File: config.mk
export PLATFORM = sky130hd
export DESIGN_NAME = shift_add_mult_param_flat
export DESIGN_NICKNAME = d
export VERILOG_FILES = /design/src/rtl/shift_add_mult_param_pkg.sv /design/src/rtl/shift_add_mult_param_if.sv /design/src/rtl/shift_add_mult_param_abs.sv /design/src/rtl/shift_add_mult_param.sv /design/src/flat_wrapper.sv
export SDC_FILE = /design/constraint.sdc
export NUM_CORES = 1
export LEC_CHECK = 0
export ABC_CLOCK_PERIOD_IN_PS = 3800
export CAP_MARGIN = 5
export CORE_ASPECT_RATIO = 1.2
export CORE_MARGIN = 5
export CORE_UTILIZATION = 41
export DETAILED_ROUTE_END_ITERATION = 12
export PLACE_DENSITY_LB_ADDON = 0.05
export SYNTH_ARGS = -nofsm -noshare
export SYNTH_HDL_FRONTEND = slang
export SYNTH_SLANG_ARGS = --single-unit
File: constraint.sdc
create_clock -name clk -period 3.8 [get_ports clk]
set_input_delay 0.57 -clock clk [delete_from_list [all_inputs] [get_ports clk]]
set_output_delay 0.57 -clock clk [all_outputs]
set_load 0.05 [all_outputs]
File: src/rtl/shift_add_mult_param_pkg.sv
// Shared types and constants for the parametrised shift-add multiplier.
package shift_add_pkg;

  localparam int DEF_WIDTH = 8;

  typedef enum logic [1:0] {
    IDLE = 2'd0,
    BUSY = 2'd1,
    DONE = 2'd2
  } sam_state_t;

endpackage

File: src/rtl/shift_add_mult_param_if.sv
// Operand / result handshake bundle for shift_add_mult_param.
// master = operand producer + result consumer, slave = multiplier.
interface shift_add_mult_param_if
  import shift_add_pkg::*;
#(
  parameter int WIDTH = DEF_WIDTH
) ();

  logic                 in_valid;
  logic                 in_ready;
  logic [WIDTH-1:0]     b;
  logic [WIDTH-1:0]     q;
  logic                 signed_md;
  logic                 busy;
  logic [2*WIDTH-1:0]   result;
  logic                 d_end;
  logic                 out_ready;

  modport master (
    output in_valid, b, q, signed_md, out_ready,
    input  in_ready, busy, result, d_end
  );

  modport slave (
    input  in_valid, b, q, signed_md, out_ready,
    output in_ready, busy, result, d_end
  );

endinterface

File: src/rtl/shift_add_mult_param_abs.sv
// Combinational magnitude: |x| when sgn_en is set, x unchanged otherwise.
// The most negative value maps to 2^(WIDTH-1), which still fits WIDTH unsigned bits.
module shift_add_abs
  import shift_add_pkg::*;
#(
  parameter int WIDTH = DEF_WIDTH
) (
  input  logic [WIDTH-1:0] x,
  input  logic             sgn_en,
  output logic [WIDTH-1:0] abs_x
);

  // Negate only negative two's-complement inputs in signed mode
  always_comb begin
    abs_x = x;
    if (sgn_en && x[WIDTH-1]) begin
      abs_x = {WIDTH{1'b0}} - x;
    end else begin
      abs_x = x;
    end
  end

endmodule

File: src/rtl/shift_add_mult_param.sv
// Sequential shift-add multiplier, WIDTH x WIDTH -> 2*WIDTH, signed or unsigned
// per operation, one product in flight, valid/ready on both sides.
// Optional macro SHIFT_ADD_EARLY_TERM_EN: leave BUSY as soon as the remaining
// multiplier bits are all zero (same results, data-dependent latency).
module shift_add_mult_param
  import shift_add_pkg::*;
#(
  parameter int WIDTH = DEF_WIDTH
) (
  input  logic                  clk,
  input  logic                  rst,
  shift_add_mult_param_if.slave bus
);

  localparam int CNT_W = $clog2(WIDTH + 1);
  localparam int PW    = 2 * WIDTH;
  localparam logic [CNT_W-1:0] CNT_INIT = CNT_W'(WIDTH);
  localparam logic [CNT_W-1:0] CNT_ONE  = CNT_W'(1);

  sam_state_t        state_q, state_d;
  logic [PW-1:0]     mcand_q, mcand_d;
  logic [WIDTH-1:0]  mplr_q, mplr_d;
  logic [PW-1:0]     acc_q, acc_d;
  logic [CNT_W-1:0]  cnt_q, cnt_d;
  logic              neg_q, neg_d;
  logic [PW-1:0]     result_q, result_d;
  logic              d_end_q, d_end_d;

  logic [WIDTH-1:0]  abs_b_s;
  logic [WIDTH-1:0]  abs_q_s;
  logic [PW-1:0]     acc_next_s;
  logic              last_step_s;

  shift_add_abs #(.WIDTH(WIDTH)) u_abs_b (
    .x      (bus.b),
    .sgn_en (bus.signed_md),
    .abs_x  (abs_b_s)
  );

  shift_add_abs #(.WIDTH(WIDTH)) u_abs_q (
    .x      (bus.q),
    .sgn_en (bus.signed_md),
    .abs_x  (abs_q_s)
  );

  // Next-state and datapath: load in IDLE, one add/shift per BUSY edge, hold in DONE
  always_comb begin
    state_d     = state_q;
    mcand_d     = mcand_q;
    mplr_d      = mplr_q;
    acc_d       = acc_q;
    cnt_d       = cnt_q;
    neg_d       = neg_q;
    result_d    = result_q;
    d_end_d     = d_end_q;
    acc_next_s  = acc_q;
    last_step_s = 1'b0;

    case (state_q)
      IDLE: begin
        if (bus.in_valid) begin
          mcand_d = {{WIDTH{1'b0}}, abs_b_s};
          mplr_d  = abs_q_s;
          acc_d   = {PW{1'b0}};
          cnt_d   = CNT_INIT;
          neg_d   = bus.signed_md & (bus.b[WIDTH-1] ^ bus.q[WIDTH-1]);
          state_d = BUSY;
        end else begin
          state_d = IDLE;
        end
      end

      BUSY: begin
        if (mplr_q[0]) begin
          acc_next_s = acc_q + mcand_q;
        end else begin
          acc_next_s = acc_q;
        end
        mcand_d = mcand_q << 1;
        mplr_d  = mplr_q >> 1;
        cnt_d   = cnt_q - CNT_ONE;
        acc_d   = acc_next_s;
`ifdef SHIFT_ADD_EARLY_TERM_EN
        last_step_s = (cnt_d == {CNT_W{1'b0}}) || (mplr_d == {WIDTH{1'b0}});
`else
        last_step_s = (cnt_d == {CNT_W{1'b0}});
`endif
        if (last_step_s) begin
          // Sign is applied once on the magnitude product; -0 stays 0
          if (neg_q) begin
            result_d = {PW{1'b0}} - acc_next_s;
          end else begin
            result_d = acc_next_s;
          end
          d_end_d = 1'b1;
          state_d = DONE;
        end else begin
          state_d = BUSY;
        end
      end

      DONE: begin
        if (bus.out_ready) begin
          d_end_d = 1'b0;
          state_d = IDLE;
        end else begin
          state_d = DONE;
        end
      end

      default: begin
        state_d = IDLE;
        d_end_d = 1'b0;
      end
    endcase
  end

  // State and datapath registers with synchronous active-low reset
  always_ff @(posedge clk) begin
    if (!rst) begin
      state_q  <= IDLE;
      mcand_q  <= {PW{1'b0}};
      mplr_q   <= {WIDTH{1'b0}};
      acc_q    <= {PW{1'b0}};
      cnt_q    <= {CNT_W{1'b0}};
      neg_q    <= 1'b0;
      result_q <= {PW{1'b0}};
      d_end_q  <= 1'b0;
    end else begin
      state_q  <= state_d;
      mcand_q  <= mcand_d;
      mplr_q   <= mplr_d;
      acc_q    <= acc_d;
      cnt_q    <= cnt_d;
      neg_q    <= neg_d;
      result_q <= result_d;
      d_end_q  <= d_end_d;
    end
  end

  assign bus.in_ready = (state_q == IDLE);
  assign bus.busy     = (state_q == BUSY);
  assign bus.result   = result_q;
  assign bus.d_end    = d_end_q;

endmodule

File: src/flat_wrapper.sv
// flat-port wrapper written by rule: the top's interface ports become plain ports
module shift_add_mult_param_flat import shift_add_pkg::*;
#(
  parameter int WIDTH = DEF_WIDTH
)
  (clk, rst, bus_in_valid, bus_b, bus_q, bus_signed_md, bus_out_ready, bus_in_ready, bus_busy, bus_result, bus_d_end);
  shift_add_mult_param_if #(.WIDTH(WIDTH)) bus_i ();
  input  logic clk;
  input  logic rst;
  input wire logic [$bits(bus_i.in_valid)-1:0] bus_in_valid;
  input wire logic [$bits(bus_i.b)-1:0] bus_b;
  input wire logic [$bits(bus_i.q)-1:0] bus_q;
  input wire logic [$bits(bus_i.signed_md)-1:0] bus_signed_md;
  input wire logic [$bits(bus_i.out_ready)-1:0] bus_out_ready;
  output wire logic [$bits(bus_i.in_ready)-1:0] bus_in_ready;
  output wire logic [$bits(bus_i.busy)-1:0] bus_busy;
  output wire logic [$bits(bus_i.result)-1:0] bus_result;
  output wire logic [$bits(bus_i.d_end)-1:0] bus_d_end;
  assign bus_i.in_valid = bus_in_valid;
  assign bus_i.b = bus_b;
  assign bus_i.q = bus_q;
  assign bus_i.signed_md = bus_signed_md;
  assign bus_i.out_ready = bus_out_ready;
  assign bus_in_ready = bus_i.in_ready;
  assign bus_busy = bus_i.busy;
  assign bus_result = bus_i.result;
  assign bus_d_end = bus_i.d_end;
  shift_add_mult_param #(.WIDTH(WIDTH)) u_core (.clk(clk), .rst(rst), .bus(bus_i));
endmodule
# Yosys cells after proc, flatten, opt, wreduce, memory -nomap -nowiden
# Index checks and enable logic that the tools add are counted.
# op_classes
add_sub_neg	5
eq_ne	5
n_mux	20
bitwise	3
reduce_logical	9
# ops
op	n
two-way mux 16 bit	5
one-hot mux 16 bit (2 select lines)	2
two-way mux 8 bit	3
adder 16 bit	1
one-hot mux 8 bit (2 select lines)	1
subtractor 1 x 16 -> 16 bit (first input constant)	1
subtractor 1 x 8 -> 8 bit (first input constant)	2
one-hot mux 4 bit (2 select lines)	1
one-hot mux 2 bit (3 select lines)	1
AND reduction 2 bit	3
logical NOT 4 bit	1
two-way mux 2 bit	2
two-way mux 4 bit	1
inequality test 2 bit (second input constant)	2
subtractor 4 x 1 -> 4 bit (second input constant)	1
two-way mux 1 bit	3
one-hot mux 1 bit (3 select lines)	1
AND reduction 3 bit	1
== test 2 x 1 -> 1 bit (second input constant)	1
== test 2 bit (second input constant)	1
logical AND 1 bit	2
logical NOT 2 bit	1
inequality test 2 x 1 -> 1 bit (second input constant)	1
nonzero test 2 bit	1
other kinds (3)	3
# totals
reg_bits	64
input_bits	21
output_inout_bits	19
word_cells	50

# Longest topological paths before layout
# Gate-level depths: netlist (run 1).
# logic_depth
ltp_word	5
depth_mapped	11
depth_no_buf	11

# Modules after synthesis
# A second synthesis (run 1) with hierarchy kept.
# unflattened
cells_unflattened	559
area_unflattened_um2	4292.9
# by_module_without_submodules
module	n_inst	cells_each	area_per_inst_um2	seq_area_each_um2
shift_add_mult_param	1	513	3982.6	1281.2
shift_add_abs	2	23	155.1	0.0

# Worst setup path before layout (run 1)
# No wires, ideal clock.
# synth_timing
kind	register -> register
startpoint	register u_core.acc_q[0]
endpoint	register u_core.result_q[15] (netlist: u_core.bus.result[15])
setup_time_ns	0.095
arrival_ns	2.628
required_ns	3.705
path_slack_ns	1.077
stages_incl_launch_ff	12
path_buffers	0
period_less_slack_ns	2.723
path_cell_list	dfxtp_1 -> ha_1 -> fa_1 -> a211oi_1 -> o211a_1 -> o21ai_1 -> xor2_1 -> o41ai_4 -> nand2_2 -> nor4b_2 -> nand4_1 -> o311ai_1
# synth_between
elab_chain_cells	5
# synth_lines
item	line	source
start: declaration	shift_add_mult_param.sv:23	logic [PW-1:0] acc_q, acc_d;
start signal: assignment	shift_add_mult_param.sv:124	acc_q <= {PW{1'b0}};
adder 16 bit	shift_add_mult_param.sv:75	acc_next_s = acc_q + mcand_q;
two-way mux 16 bit *	shift_add_mult_param.sv:74	if (mplr_q[0]) begin
two-way mux 16 bit *	shift_add_mult_param.sv:59	case (state_q)
subtractor 1 x 16 -> 16 bit	shift_add_mult_param.sv:91	result_d = {PW{1'b0}} - acc_next_s;
two-way mux 16 bit *	shift_add_mult_param.sv:90	if (neg_q) begin
end signal: assignment	shift_add_mult_param.sv:127	result_q <= {PW{1'b0}};
end signal: assignment	shift_add_mult_param.sv:136	result_q <= result_d;
end: declaration	shift_add_mult_param.sv:26	logic [PW-1:0] result_q, result_d;
# Every way passes the cells marked *; elsewhere a longest branch is shown, timed or not. The select of a mux whose other input is x is not followed.
# A chain may end at the register's enable or synchronous reset.

# Worst setup path after layout (run 1)
# Same ends and word-level chain as after synthesis.

==> impl_results.md, run 1 <==
- Number of failing hold endpoints at the final stage: 0
- Worst Skew: between 0.006 and 0.007 ns
- Worst Path Class, Setup: register to register
- Overflow after GRT: 0
- Number of flops mapped to enable cells by yosys: 0
- Synthesized instance count: between 500 and 600
- Standard-cell row count: 40
- Worst hold slack across all endpoints: around 0.45 ns
- Result of the run: finished clean
- Overall global routing resource usage: 0.1880
- Worst slew margin: 0.2707
- Reg2reg setup slack: a little under 0.8 ns
- Fmax: roughly 0.33 GHz
- Floorplan die height: between 100 and 150 um
- Longest Clk Path Bufs: 2
- Via count of the first global-routing pass: 3756
- Final standard cell area without fillers: 0.004901 sq mm
- Hold Path Stages: 2
- Required time reported for the critical path endpoint: 4.04 ns
- Cell taking the most area after synthesis: sky130_fd_sc_hd__dfxtp_1
- Half-perimeter wire length after detailed placement: 7860 um
- Most frequent cells after synthesis: sky130_fd_sc_hd__nand2_1, sky130_fd_sc_hd__dfxtp_1, sky130_fd_sc_hd__nor2_1, sky130_fd_sc_hd__a21oi_1, sky130_fd_sc_hd__nand3_1
- DRT Pass-1 Iters: 4
- Vias: 3816
- Number of antenna violations at the first check in global routing: 0
- Post-CTS setup-driven buffer insertion count: 0
- Most used DFF post-synth: sky130_fd_sc_hd__dfxtp_1
- Final sum of negative setup slack: 0 ns
- Top layer reached by signal wires: met4
- Fin util: 0.4921
- Largest cells by area after synthesis: sky130_fd_sc_hd__dfxtp_1, sky130_fd_sc_hd__a21oi_1, sky130_fd_sc_hd__nand2_1, sky130_fd_sc_hd__ha_1, sky130_fd_sc_hd__nor2_1
- Largest net degree at the start of global routing: 43
- Worst hold-check path type: register to register
- Placer Congestion: between 0.8 and 0.9
- Sink count of the clock tree: 64
- Min-Delay Endpoint: u_core.bus.result[6]
- Post-synth ARST share: 0
- Wire length on met1: roughly 4800 um
- Worst IR drop on VDD: 199.5 uV
- Final setup violating endpoints: 0
- Number of buffers added by the clock tree synthesis step: 9
- Pins Over Slew Limit: 0
- Total power divided by cell area: 365.7 mW/mm^2
- Critical path arrival: around 3.3 ns
- Most frequently used cell type in the post-synthesis netlist: sky130_fd_sc_hd__nand2_1
- Avg Inst Size Synth: around 8 sq um
- Root Buffer Master: sky130_fd_sc_hd__clkbuf_16
- DRT antenna net count: 0
- Number of diodes: 0
- Initial core utilization: 0.4147
- Die span in x: around 100 um
- Via/cell ratio: around 5.5
- Max cap viols: 0
- Count of cell types in the netlist: 66
- Synth Warn #: 0
- Met2 wirelength from detailed routing: between 5000 and 6000 um
- # resized after CTS: 0
- Depth of the worst register-to-register path: 11
- Largest driver fanout on the critical path: 3
- Summed instance area of the synthesized netlist: between 0.004 and 0.005 sq mm
- Number of I/O port buffers: 39
- First-pass GRT wire length: ~18000 um
- Final layout net count: 600
- Total cell area at the placement stage: 0.004614 sq mm
- Fraction of layout cells with a size suffix above 1: 0.08007
- RSZ-0062 raised after global routing: no
- Clock Pin Slew Worst Setup and Hold Paths: around 0.060 ns
- R2R Path End: u_core.bus.result[15]
- Number of DRC violations after detailed routing: 0
- RR Startpoint: u_core.acc_q[0]
- CORE AREA: between 0.009 and 0.01 sq mm
- Post-cts hold buffer count: 0
- Total length of routed met3 wires: roughly 270 um
- Worst hold path startpoint: u_core.bus.result[6]
- Clock tree from TritonCTS: done
- Final critical path time including I/O delays and setup: roughly 3 ns
- Syn_nets: around 570
- Die ar.: between 0.01 and 0.015 sq mm
- Proportion of netlist area held by the largest area contributor: 0.3102
- Final clock period utilization by the worst path: 0.7927
- Wire length per cell: between 15 and 20 um
- Wire length reported by the detailed router: approximately 11000 um
- Number of synthesized register bits: 64
- Actual slew at the worst max-slew pin: approximately 1.1 ns
- Kind of start point of the critical path: register
- Number of placed I/O pins: 40
- CTS H-tree depth: 3
- Violation count after the first detailed-route iteration: around 200
- Proportion of synthesized chip area in sequential cells: 0.3102
- Leakage Power: ~1.8 nW
- Worst-skew pair later-pin latency: 0.33 ns
- Endpoint type of the worst setup path: register
- Synth-to-layout area growth: 18.66%
-- report_power, final --
part	internal, W	switching (W)
combinational	0.000103	0.000169
clock	0.000501	0.000302
sequential	0.000693	0.0000234
total	0.00130	0.000495
-- metrics by stage --
step / power [W] / setup slack, ns / std cells
global placement: 0.0009992 / 0.8528 / 673
finish: 0.001792 / 0.7877 / 688
floorplan: 0.0009162 / 1.077 / 531
global route: 0.001875 / 0.5435 / 688
CTS: 0.001809 / 0.7843 / 688
detailed placement: 0.001004 / 0.8107 / 673
-- layout make-up --
class | count | area, sq um
fill | 1009 | 5059
timing repair buffer | 45 | 445.4
multi-input combinational | 423 | 2674
clock inverter | 6 | 61.31
clock buffer | 9 | 225.2
inverter | 15 | 56.30
sequential | 64 | 1281
tap | 126 | 157.7
-- layer usage --
layer	up-vias	GRT usage
li1	1956	-
met1	1787	0.2275
met2	58	0.3257
met3	15	0.03779
met4	0	0.06567
met5	-	0
-- registers in the layout, summed over array words and instances (netlist names) --
register           cells
u_core.acc_q          16
u_core.bus.result     16
u_core.mcand_q        16
u_core.mplr_q          8
u_core.cnt_q           4
u_core.state_q         2
u_core.bus.d_end       1
u_core.neg_q           1
-- layout by cell type, fill, tap and decap left out, types with 4 or more instances in the layout --
master                            instances
sky130_fd_sc_hd__xnor2_1                 14
sky130_fd_sc_hd__dfxtp_1                 64
sky130_fd_sc_hd__mux2i_1                  4
sky130_fd_sc_hd__o21a_1                   8
sky130_fd_sc_hd__o21ai_0                 13
sky130_fd_sc_hd__a22oi_1                 13
sky130_fd_sc_hd__nand2_1                 71
sky130_fd_sc_hd__clkbuf_16                9
sky130_fd_sc_hd__xor2_1                  11
sky130_fd_sc_hd__inv_1                   14
sky130_fd_sc_hd__nand2b_1                 6
sky130_fd_sc_hd__a21oi_1                 56
sky130_fd_sc_hd__o21ai_1                 11
sky130_fd_sc_hd__and2_1                   4
sky130_fd_sc_hd__nor2_1                  63
sky130_fd_sc_hd__nor3_1                  13
sky130_fd_sc_hd__o211ai_1                 5
sky130_fd_sc_hd__clkdlybuf4s50_1         38
sky130_fd_sc_hd__a31oi_1                 14
sky130_fd_sc_hd__nand3_1                 26
sky130_fd_sc_hd__nor3_2                   4
sky130_fd_sc_hd__ha_1                    20
sky130_fd_sc_hd__buf_4                    6
-- cell families after synthesis --
logic type               count (synthesis)  share of synthesized area
flip-flops                              64                     0.3102
adder cells (fa/ha/maj)                 21                    0.06543
multiplexers                             7                    0.01787
AND/OR/NAND/NOR                        213                     0.2466
buffers and inverters                   44                    0.04241
AO/OA/AOI/OAI                          155                     0.2539
XOR/XNOR                                27                    0.06362
-- worst max-delay path by stage --
stage	from	endpoint	slack [ns]	cells after the start
global placement	u_core.acc_q[0]	u_core.bus.result[15]	0.85	11
detailed placement	u_core.acc_q[0]	u_core.bus.result[15]	0.81	11
CTS	u_core.acc_q[0]	u_core.bus.result[15]	0.78	11
finish	u_core.acc_q[0]	u_core.bus.result[15]	0.79	11
global route	u_core.acc_q[0]	u_core.bus.result[15]	0.54	11
floorplan	u_core.acc_q[0]	u_core.bus.result[15]	1.08	11
-- critical path, stage by stage, from the launching register on --
cell	delay (ns)
sky130_fd_sc_hd__dfxtp_1	0.32
sky130_fd_sc_hd__ha_1	0.26
sky130_fd_sc_hd__fa_1	0.44
sky130_fd_sc_hd__a211oi_1	0.32
sky130_fd_sc_hd__o211a_1	0.21
sky130_fd_sc_hd__o21ai_1	0.08
sky130_fd_sc_hd__xor2_1	0.19
sky130_fd_sc_hd__o41ai_4	0.45
sky130_fd_sc_hd__nand2_2	0.13
sky130_fd_sc_hd__nor4b_2	0.28
sky130_fd_sc_hd__nand4_1	0.13
sky130_fd_sc_hd__o311ai_1	0.11
Power figures use the tool's default switching activity.
==> inputs of run 2 (changes only) <==
- ABC_CLOCK_PERIOD_IN_PS: 3800 -> 3000
- clock period: 3.8 -> 3 ns (I/O delays scaled with it)
==> impl_results.md, run 2 (synthesis gave the netlist of run 1 again) <==
- Result of the run: finished clean (unchanged)
- Fmax: 0.3520 GHz (was 0.3320 GHz)
- Leakage Power: 1.862 nW (was 1.802 nW)
- Initial core utilization: 0.4147 (unchanged)
- Pins Over Slew Limit: 0 (unchanged)
- Endpoint of the most critical setup path: u_core.bus.result[14] (was u_core.bus.result[15])
- Via/cell ratio: 5.492 (was 5.547)
- RR Startpoint: u_core.acc_q[1] (was u_core.acc_q[0])
- Post-CTS setup-driven buffer insertion count: 0 (unchanged)
- Overall global routing resource usage: 0.1930 (was 0.1880)
- Half-perimeter wire length after detailed placement: 8140 um (was 7860 um)
- Largest net degree at the start of global routing: 41 (was 43)
- Clock tree from TritonCTS: done (unchanged)
- DRT Pass-1 Iters: 5 (was 4)
- Violation count after the first detailed-route iteration: 244 (was 195)
- Worst hold-check path type: register to register (unchanged)
- Kind of start point of the critical path: register (unchanged)
- Buffering stage count on the worst path with inverters included: 0 (unchanged)
- Post-cts hold buffer count: 0 (unchanged)
- Wire length reported by the detailed router: 11100 um (was 10760 um)
- Worst path depth: 10 (was 11)
- Floorplan die height: 119.9 um (unchanged)
- Slowest cell on the critical path: sky130_fd_sc_hd__o41ai_4 (unchanged)
- Max cap viols: 0 (unchanged)
- Longest individual stage delay on the worst path: 0.44 ns (was 0.45 ns)
- Fraction of layout cells with a size suffix above 1: 0.1148 (was 0.08007)
- Vias: 3850 (was 3816)
- Wire length per cell: 15.84 um (was 15.64 um)
- Worst slew margin: 0.5113 (was 0.2707)
- Worst Skew: 0.005464 ns (was 0.006852 ns)
- Standard-cell row count: 40 (unchanged)
- Sink count of the clock tree: 64 (unchanged)
- Number of failing hold endpoints at the final stage: 0 (unchanged)
- Worst Path Class, Setup: register to register (unchanged)
- RSZ-0062 raised after global routing: no (unchanged)
- Number of placed I/O pins: 40 (unchanged)
- Worst slack at placement: 0.06854 ns (was 0.8107 ns)
- Final layout net count: 613 (was 600)
- Final setup slack of the worst path: 0.1594 ns (was 0.7877 ns)
- Die ar.: 0.01219 sq mm (unchanged)
- Required time reported for the critical path endpoint: 3.21 ns (was 4.04 ns)
- Depth of the worst register-to-register path: 10 (was 11)
- Die span in x: 101.6 um (unchanged)
- Highest-count cells in the layout ignoring fill and taps: sky130_fd_sc_hd__nand2_1, sky130_fd_sc_hd__nor2_1, sky130_fd_sc_hd__dfxtp_1 (was sky130_fd_sc_hd__nand2_1, sky130_fd_sc_hd__dfxtp_1, sky130_fd_sc_hd__nor2_1)
- Largest driver fanout on the critical path: 4 (was 3)
- Via count of the first global-routing pass: 3904 (was 3756)
- R2R Path End: u_core.bus.result[14] (was u_core.bus.result[15])
- Cell type group with the largest total delay on the critical path: compound AO/OA/AOI/OAI gates (unchanged)
- Number of antenna violations at the first check in global routing: 0 (unchanged)
- First-pass GRT wire length: 18730 um (was 18330 um)
- Placer Congestion: 0.8174 (was 0.8573)
- Final clock period utilization by the worst path: 0.9469 (was 0.7927)
- CTS H-tree depth: 3 (unchanged)
- Number of DRC violations after detailed routing: 0 (unchanged)
- Series of cell instances along the critical path: ha_1 > a211oi_4 > o21a_1 > a21oi_1 > mux2_2 > o41ai_4 > nand2_2 > o31ai_4 > xor2_1 > o21ai_1 (was ha_1 > fa_1 > a211oi_1 > o211a_1 > o21ai_1 > xor2_1 > o41ai_4 > nand2_2 > nor4b_2 > nand4_1 > o311ai_1)
- Timing startpoint of the critical path: u_core.acc_q[1] (was u_core.acc_q[0])
- Longest Clk Path Bufs: 2 (unchanged)
- DRT antenna net count: 0 (unchanged)
- Final critical path time including I/O delays and setup: 2.841 ns (was 3.012 ns)
- Critical path arrival: 3.05 ns (was 3.25 ns)
- Final sum of negative setup slack: 0 ns (unchanged)
- Leading cell type in the layout, fill and taps excluded: sky130_fd_sc_hd__nand2_1 (unchanged)
- Number of I/O port buffers: 39 (unchanged)
- Final setup violating endpoints: 0 (unchanged)
- Clock Pin Slew Worst Setup and Hold Paths: 0.05 ns (was 0.06 ns)
- Root Buffer Master: sky130_fd_sc_hd__clkbuf_16 (unchanged)
- Overflow after GRT: 0 (unchanged)
- Worst-skew pair later-pin latency: 0.33 ns (about the same)
- Actual slew at the worst max-slew pin: 0.7216 ns (was 1.091 ns)
- Number of diodes: 0 (unchanged)
- Endpoint type of the worst setup path: register (unchanged)
- Total power divided by cell area: 453.2 mW/mm^2 (was 365.7 mW/mm^2)
- # resized after CTS: 0 (unchanged)
- Reg2reg setup slack: 0.16 ns (was 0.79 ns)
- Worst IR drop on VDD: 273.7 uV (was 199.5 uV)
- CORE AREA: 0.009960 sq mm (unchanged)
- Synth-to-layout area growth: 22.45% (was 18.66%)
- Number of buffers added by the clock tree synthesis step: 9 (unchanged)
-- run 2: changes by cell type in the layout (fill, tap and decap cells not counted), sizes merged --
cell  delta
buf     +13
-- run 2: report_power, final --
part	total [W]	internal, W	switching [W]	leakage [nW]
clock	0.00101	0.000634	0.000380	0.141
combinational	0.000369	0.000148	0.000220	1.20
sequential	0.000909	0.000878	0.0000310	0.520
-- run 2: cell type report --
cell class                      count  area (sq um)
Tap cell                          126         157.7
Fill cell                        1001          4902
Timing Repair Buffer               58         530.5
Multi-Input combinational cell    423          2743
Clock inverter                      6         61.31
Inverter                           15         56.30
Clock buffer                        9         225.2
Sequential cell                    64          1284
-- run 2: tightest hold or removal path, stage by stage, from the launching register on --
cell and delay, ns:
sky130_fd_sc_hd__dfxtp_1 0.31, sky130_fd_sc_hd__nand2_1 0.05, sky130_fd_sc_hd__a21oi_1 0.05
-- run 2: worst min path at each step --
stage / end / cells past startpoint / start / slack, ns
floorplan: u_core.mplr_q[2] / 2 / u_core.mplr_q[3] / 0.43
global placement: u_core.bus.result[3] / 2 / u_core.bus.result[3] / 0.44
detailed placement: u_core.bus.result[1] / 2 / u_core.bus.result[1] / 0.45
CTS: u_core.bus.result[1] / 2 / u_core.bus.result[1] / 0.46
global route: u_core.bus.result[1] / 2 / u_core.bus.result[1] / 0.49
finish: u_core.mplr_q[2] / 2 / u_core.mplr_q[3] / 0.46
-- run 2: through the flow --
step	util	std cells	instance area, sq um	hold WS, ns	power [W]
3_3_place_gp	0.4719	686	4700	0.4411	0.001276
6_report	0.5078	701	5057	0.4581	0.002292
4_1_cts	0.5006	701	4986	0.4570	0.002310
2_1_floorplan	-	531	4130	0.4316	0.001161
5_1_grt	0.5078	701	5057	0.4853	0.002408
3_5_place_dp	0.4719	686	4700	0.4490	0.001281
-- run 2: layer usage --
| metal | routed length [um] | global-route usage | share of wire | up-vias |
|---|---|---|---|---|
| li1 | - | - | - | 1992 |
| met1 | 4794 | 0.2186 | 0.43 | 1789 |
| met2 | 5776 | 0.3498 | 0.52 | 50 |
| met3 | 274 | 0.03198 | 0.025 | 19 |
| met4 | 259 | 0.08063 | 0.023 | 0 |
| met5 | 0 | 0 | 0 | - |
==> inputs of run 3 (changes only) <==
- PLACE_DENSITY: unset -> 0.71
- PLACE_DENSITY_LB_ADDON: 0.05 -> unset
==> impl_results.md, run 3 (synthesis gave the netlist of run 1 again) <==
- Result of the run: finished clean (unchanged)
- Actual slew at the worst max-slew pin: 0.6076 ns (was 0.7216 ns)
- Wire length per cell: 14.74 um (was 15.84 um)
- Hold Path Stages: 2 (unchanged)
- Worst hold-check path type: register to register (unchanged)
- Die ar.: 0.01219 sq mm (unchanged)
- Worst-skew pair later-pin latency: 0.34 ns (was 0.33 ns)
- Fraction of layout cells with a size suffix above 1: 0.1246 (was 0.1148)
- Worst hold path startpoint: u_core.bus.result[4] (was u_core.mplr_q[3])
- Max cap viols: 0 (unchanged)
- Register area: 0.001284 sq mm (unchanged)
- Worst path depth: 10 (unchanged)
- DRT antenna net count: 0 (unchanged)
- Number of antenna violations at the first check in global routing: 0 (unchanged)
- Fin util: 0.5106 (was 0.5078)
- Min-Delay Endpoint: u_core.bus.result[4] (was u_core.mplr_q[2])
- Number of I/O port buffers: 39 (unchanged)
- Cell type group with the largest total delay on the critical path: compound AO/OA/AOI/OAI gates (unchanged)
- Worst Skew: 0.007255 ns (was 0.005464 ns)
- Synth-to-layout area growth: 23.11% (was 22.45%)
- Longest Clk Path Bufs: 2 (unchanged)
- Depth of the worst register-to-register path: 10 (unchanged)
- Via/cell ratio: 5.582 (was 5.492)
- Floorplan die height: 119.9 um (unchanged)
- Slowest cell on the critical path: sky130_fd_sc_hd__o41ai_4 (unchanged)
- Number of diodes: 0 (unchanged)
- Series of cell instances along the critical path: ha_4 > o211ai_2 > o21a_1 > a21oi_2 > mux2_4 > o41ai_4 > nand2_2 > nor4b_4 > nand4_1 > o311ai_1 (was ha_1 > a211oi_4 > o21a_1 > a21oi_1 > mux2_2 > o41ai_4 > nand2_2 > o31ai_4 > xor2_1 > o21ai_1)
- Standard-cell row count: 40 (unchanged)
- Critical path arrival: 3.12 ns (was 3.05 ns)
- Via count of the first global-routing pass: 3897 (was 3904)
- Pins Over Slew Limit: 0 (unchanged)
- Vias: 3930 (was 3850)
- CORE AREA: 0.009960 sq mm (unchanged)
- Initial core utilization: 0.4147 (unchanged)
- Final critical path time including I/O delays and setup: 2.889 ns (was 2.841 ns)
- Number of buffers added by the clock tree synthesis step: 9 (unchanged)
- R2R Path End: u_core.bus.result[15] (was u_core.bus.result[14])
- Number of DRC violations after detailed routing: 0 (unchanged)
- Final standard cell area without fillers: 0.005085 sq mm (was 0.005057 sq mm)
- Kind of start point of the critical path: register (unchanged)
- Final clock period utilization by the worst path: 0.9629 (was 0.9469)
- Reg2reg setup slack: 0.11 ns (was 0.16 ns)
- Area of the multi-input gates: 0.002761 sq mm (was 0.002743 sq mm)
- Number of placed I/O pins: 40 (unchanged)
- Die span in x: 101.6 um (unchanged)
- First-pass GRT wire length: 17680 um (was 18730 um)
- CTS H-tree depth: 3 (unchanged)
- RR Startpoint: u_core.mcand_q[4] (was u_core.acc_q[1])
- Leading cell type in the layout, fill and taps excluded: sky130_fd_sc_hd__nand2_1 (unchanged)
- Fmax: 0.3462 GHz (was 0.3520 GHz)
- DRT Pass-1 Iters: 4 (was 5)
- Fill count: 948 (was 1001)
- Timing startpoint of the critical path: u_core.mcand_q[4] (was u_core.acc_q[1])
- Clock Pin Slew Worst Setup and Hold Paths: 0.06 ns (was 0.05 ns)
- Final layout net count: 615 (was 613)
- Leakage Power: 1.868 nW (was 1.862 nW)
- Wire length reported by the detailed router: 10380 um (was 11100 um)
- Overflow after GRT: 0 (unchanged)
- Violation count after the first detailed-route iteration: 161 (was 244)
- Worst Path Class, Setup: register to register (unchanged)
- Worst slew margin: 0.5945 (was 0.5113)
- Number of failing hold endpoints at the final stage: 0 (unchanged)
- Buffering stage count on the worst path with inverters included: 0 (unchanged)
- Total power divided by cell area: 445.7 mW/mm^2 (was 453.2 mW/mm^2)
- Root Buffer Master: sky130_fd_sc_hd__clkbuf_16 (unchanged)
- Total cell area at the placement stage: 0.004700 sq mm (unchanged)
- Placer Congestion: 0.9320 (was 0.8174)
- Longest individual stage delay on the worst path: 0.43 ns (was 0.44 ns)
- Post-cts hold buffer count: 0 (unchanged)
- Largest net degree at the start of global routing: 38 (was 41)
- Half-perimeter wire length after detailed placement: 7505 um (was 8140 um)
- Required time reported for the critical path endpoint: 3.23 ns (was 3.21 ns)
- Worst IR drop on VDD: 315.9 uV (was 273.7 uV)
- Sink count of the clock tree: 64 (unchanged)
- Clock tree from TritonCTS: done (unchanged)
- Highest-count cells in the layout ignoring fill and taps: sky130_fd_sc_hd__nand2_1, sky130_fd_sc_hd__nor2_1, sky130_fd_sc_hd__dfxtp_1 (unchanged)
- Largest driver fanout on the critical path: 7 (was 4)
- Final setup violating endpoints: 0 (unchanged)
- Endpoint type of the worst setup path: register (unchanged)
- Overall global routing resource usage: 0.1779 (was 0.1930)
run 3: cell count changes in the layout (fill, tap and decap cells not counted), sizes merged:
| cell | previous run | this run |
|---|---|---|
| bufinv | 1 | 0 |
| inv | 14 | 17 |
| clkinv | 5 | 3 |
| buf | 20 | 22 |
| clkinvlp | 1 | 2 |
run 3: power breakdown:
| group | internal (W) | switching, W |
|---|---|---|
| registers | 0.000877 | 0.0000289 |
| logic | 0.000153 | 0.000224 |
| clock network | 0.000567 | 0.000416 |
| total | 0.00160 | 0.000669 |
run 3: area by class of cell:
class                      instances  area share
sequential                        64      0.2525
inverter                          15     0.01107
clock buffer                       9     0.04429
multi-input combinational        423      0.5431
tap                              126     0.03100
timing repair buffer              60      0.1073
clock inverter                     7     0.01083
run 3: worst max path at each step:
stage / endpoint / slack [ns]
5_1_grt: u_core.bus.result[15] / -0.002
3_3_place_gp: u_core.bus.result[14] / 0.12
3_5_place_dp: u_core.bus.result[15] / 0.06
2_1_floorplan: u_core.bus.result[15] / 0.28
4_1_cts: u_core.bus.result[15] / 0.05
6_report: u_core.bus.result[15] / 0.11
run 3: stage by stage:
| step | hold WS, ns | std cells | setup TNS, ns | total power, W | worst slack, ns |
|---|---|---|---|---|---|
| floorplan | 0.4316 | 531 | 0 | 0.001161 | 0.2770 |
| global placement | 0.4419 | 686 | 0 | 0.001268 | 0.1197 |
| detailed placement | 0.4462 | 686 | 0 | 0.001277 | 0.05561 |
| CTS | 0.4541 | 702 | 0 | 0.002273 | 0.04769 |
| global route | 0.4729 | 704 | -0.002256 | 0.002357 | -0.002256 |
| finish | 0.4510 | 704 | 0 | 0.002266 | 0.1112 |
run 3: worst reg2reg max path, cell delays in order (launching register included):
cell and delay [ns]:
sky130_fd_sc_hd__dfxtp_1 0.36, sky130_fd_sc_hd__ha_4 0.34, sky130_fd_sc_hd__o211ai_2 0.13, sky130_fd_sc_hd__o21a_1 0.24
sky130_fd_sc_hd__a21oi_2 0.15, sky130_fd_sc_hd__mux2_4 0.35, sky130_fd_sc_hd__o41ai_4 0.43, sky130_fd_sc_hd__nand2_2 0.15
sky130_fd_sc_hd__nor4b_4 0.33, sky130_fd_sc_hd__nand4_1 0.16, sky130_fd_sc_hd__o311ai_1 0.14
run 3: layer usage:
| metal | up-vias | share of wire | track usage |
|---|---|---|---|
| li1 | 1988 | - | - |
| met1 | 1858 | 0.41 | 0.1944 |
| met2 | 67 | 0.53 | 0.3302 |
| met3 | 17 | 0.034 | 0.04419 |
| met4 | 0 | 0.020 | 0.05403 |
| met5 | - | 0 | 0 |
run 3: what timing repair did:
| action | 4_1_cts | 5_1_grt |
|---|---|---|
| resized for setup | 2 | 15 |
| pin swaps | 0 | 4 |
| setup buffers | 0 | 2 |
| setup endpoints to repair | 1 | 7 |
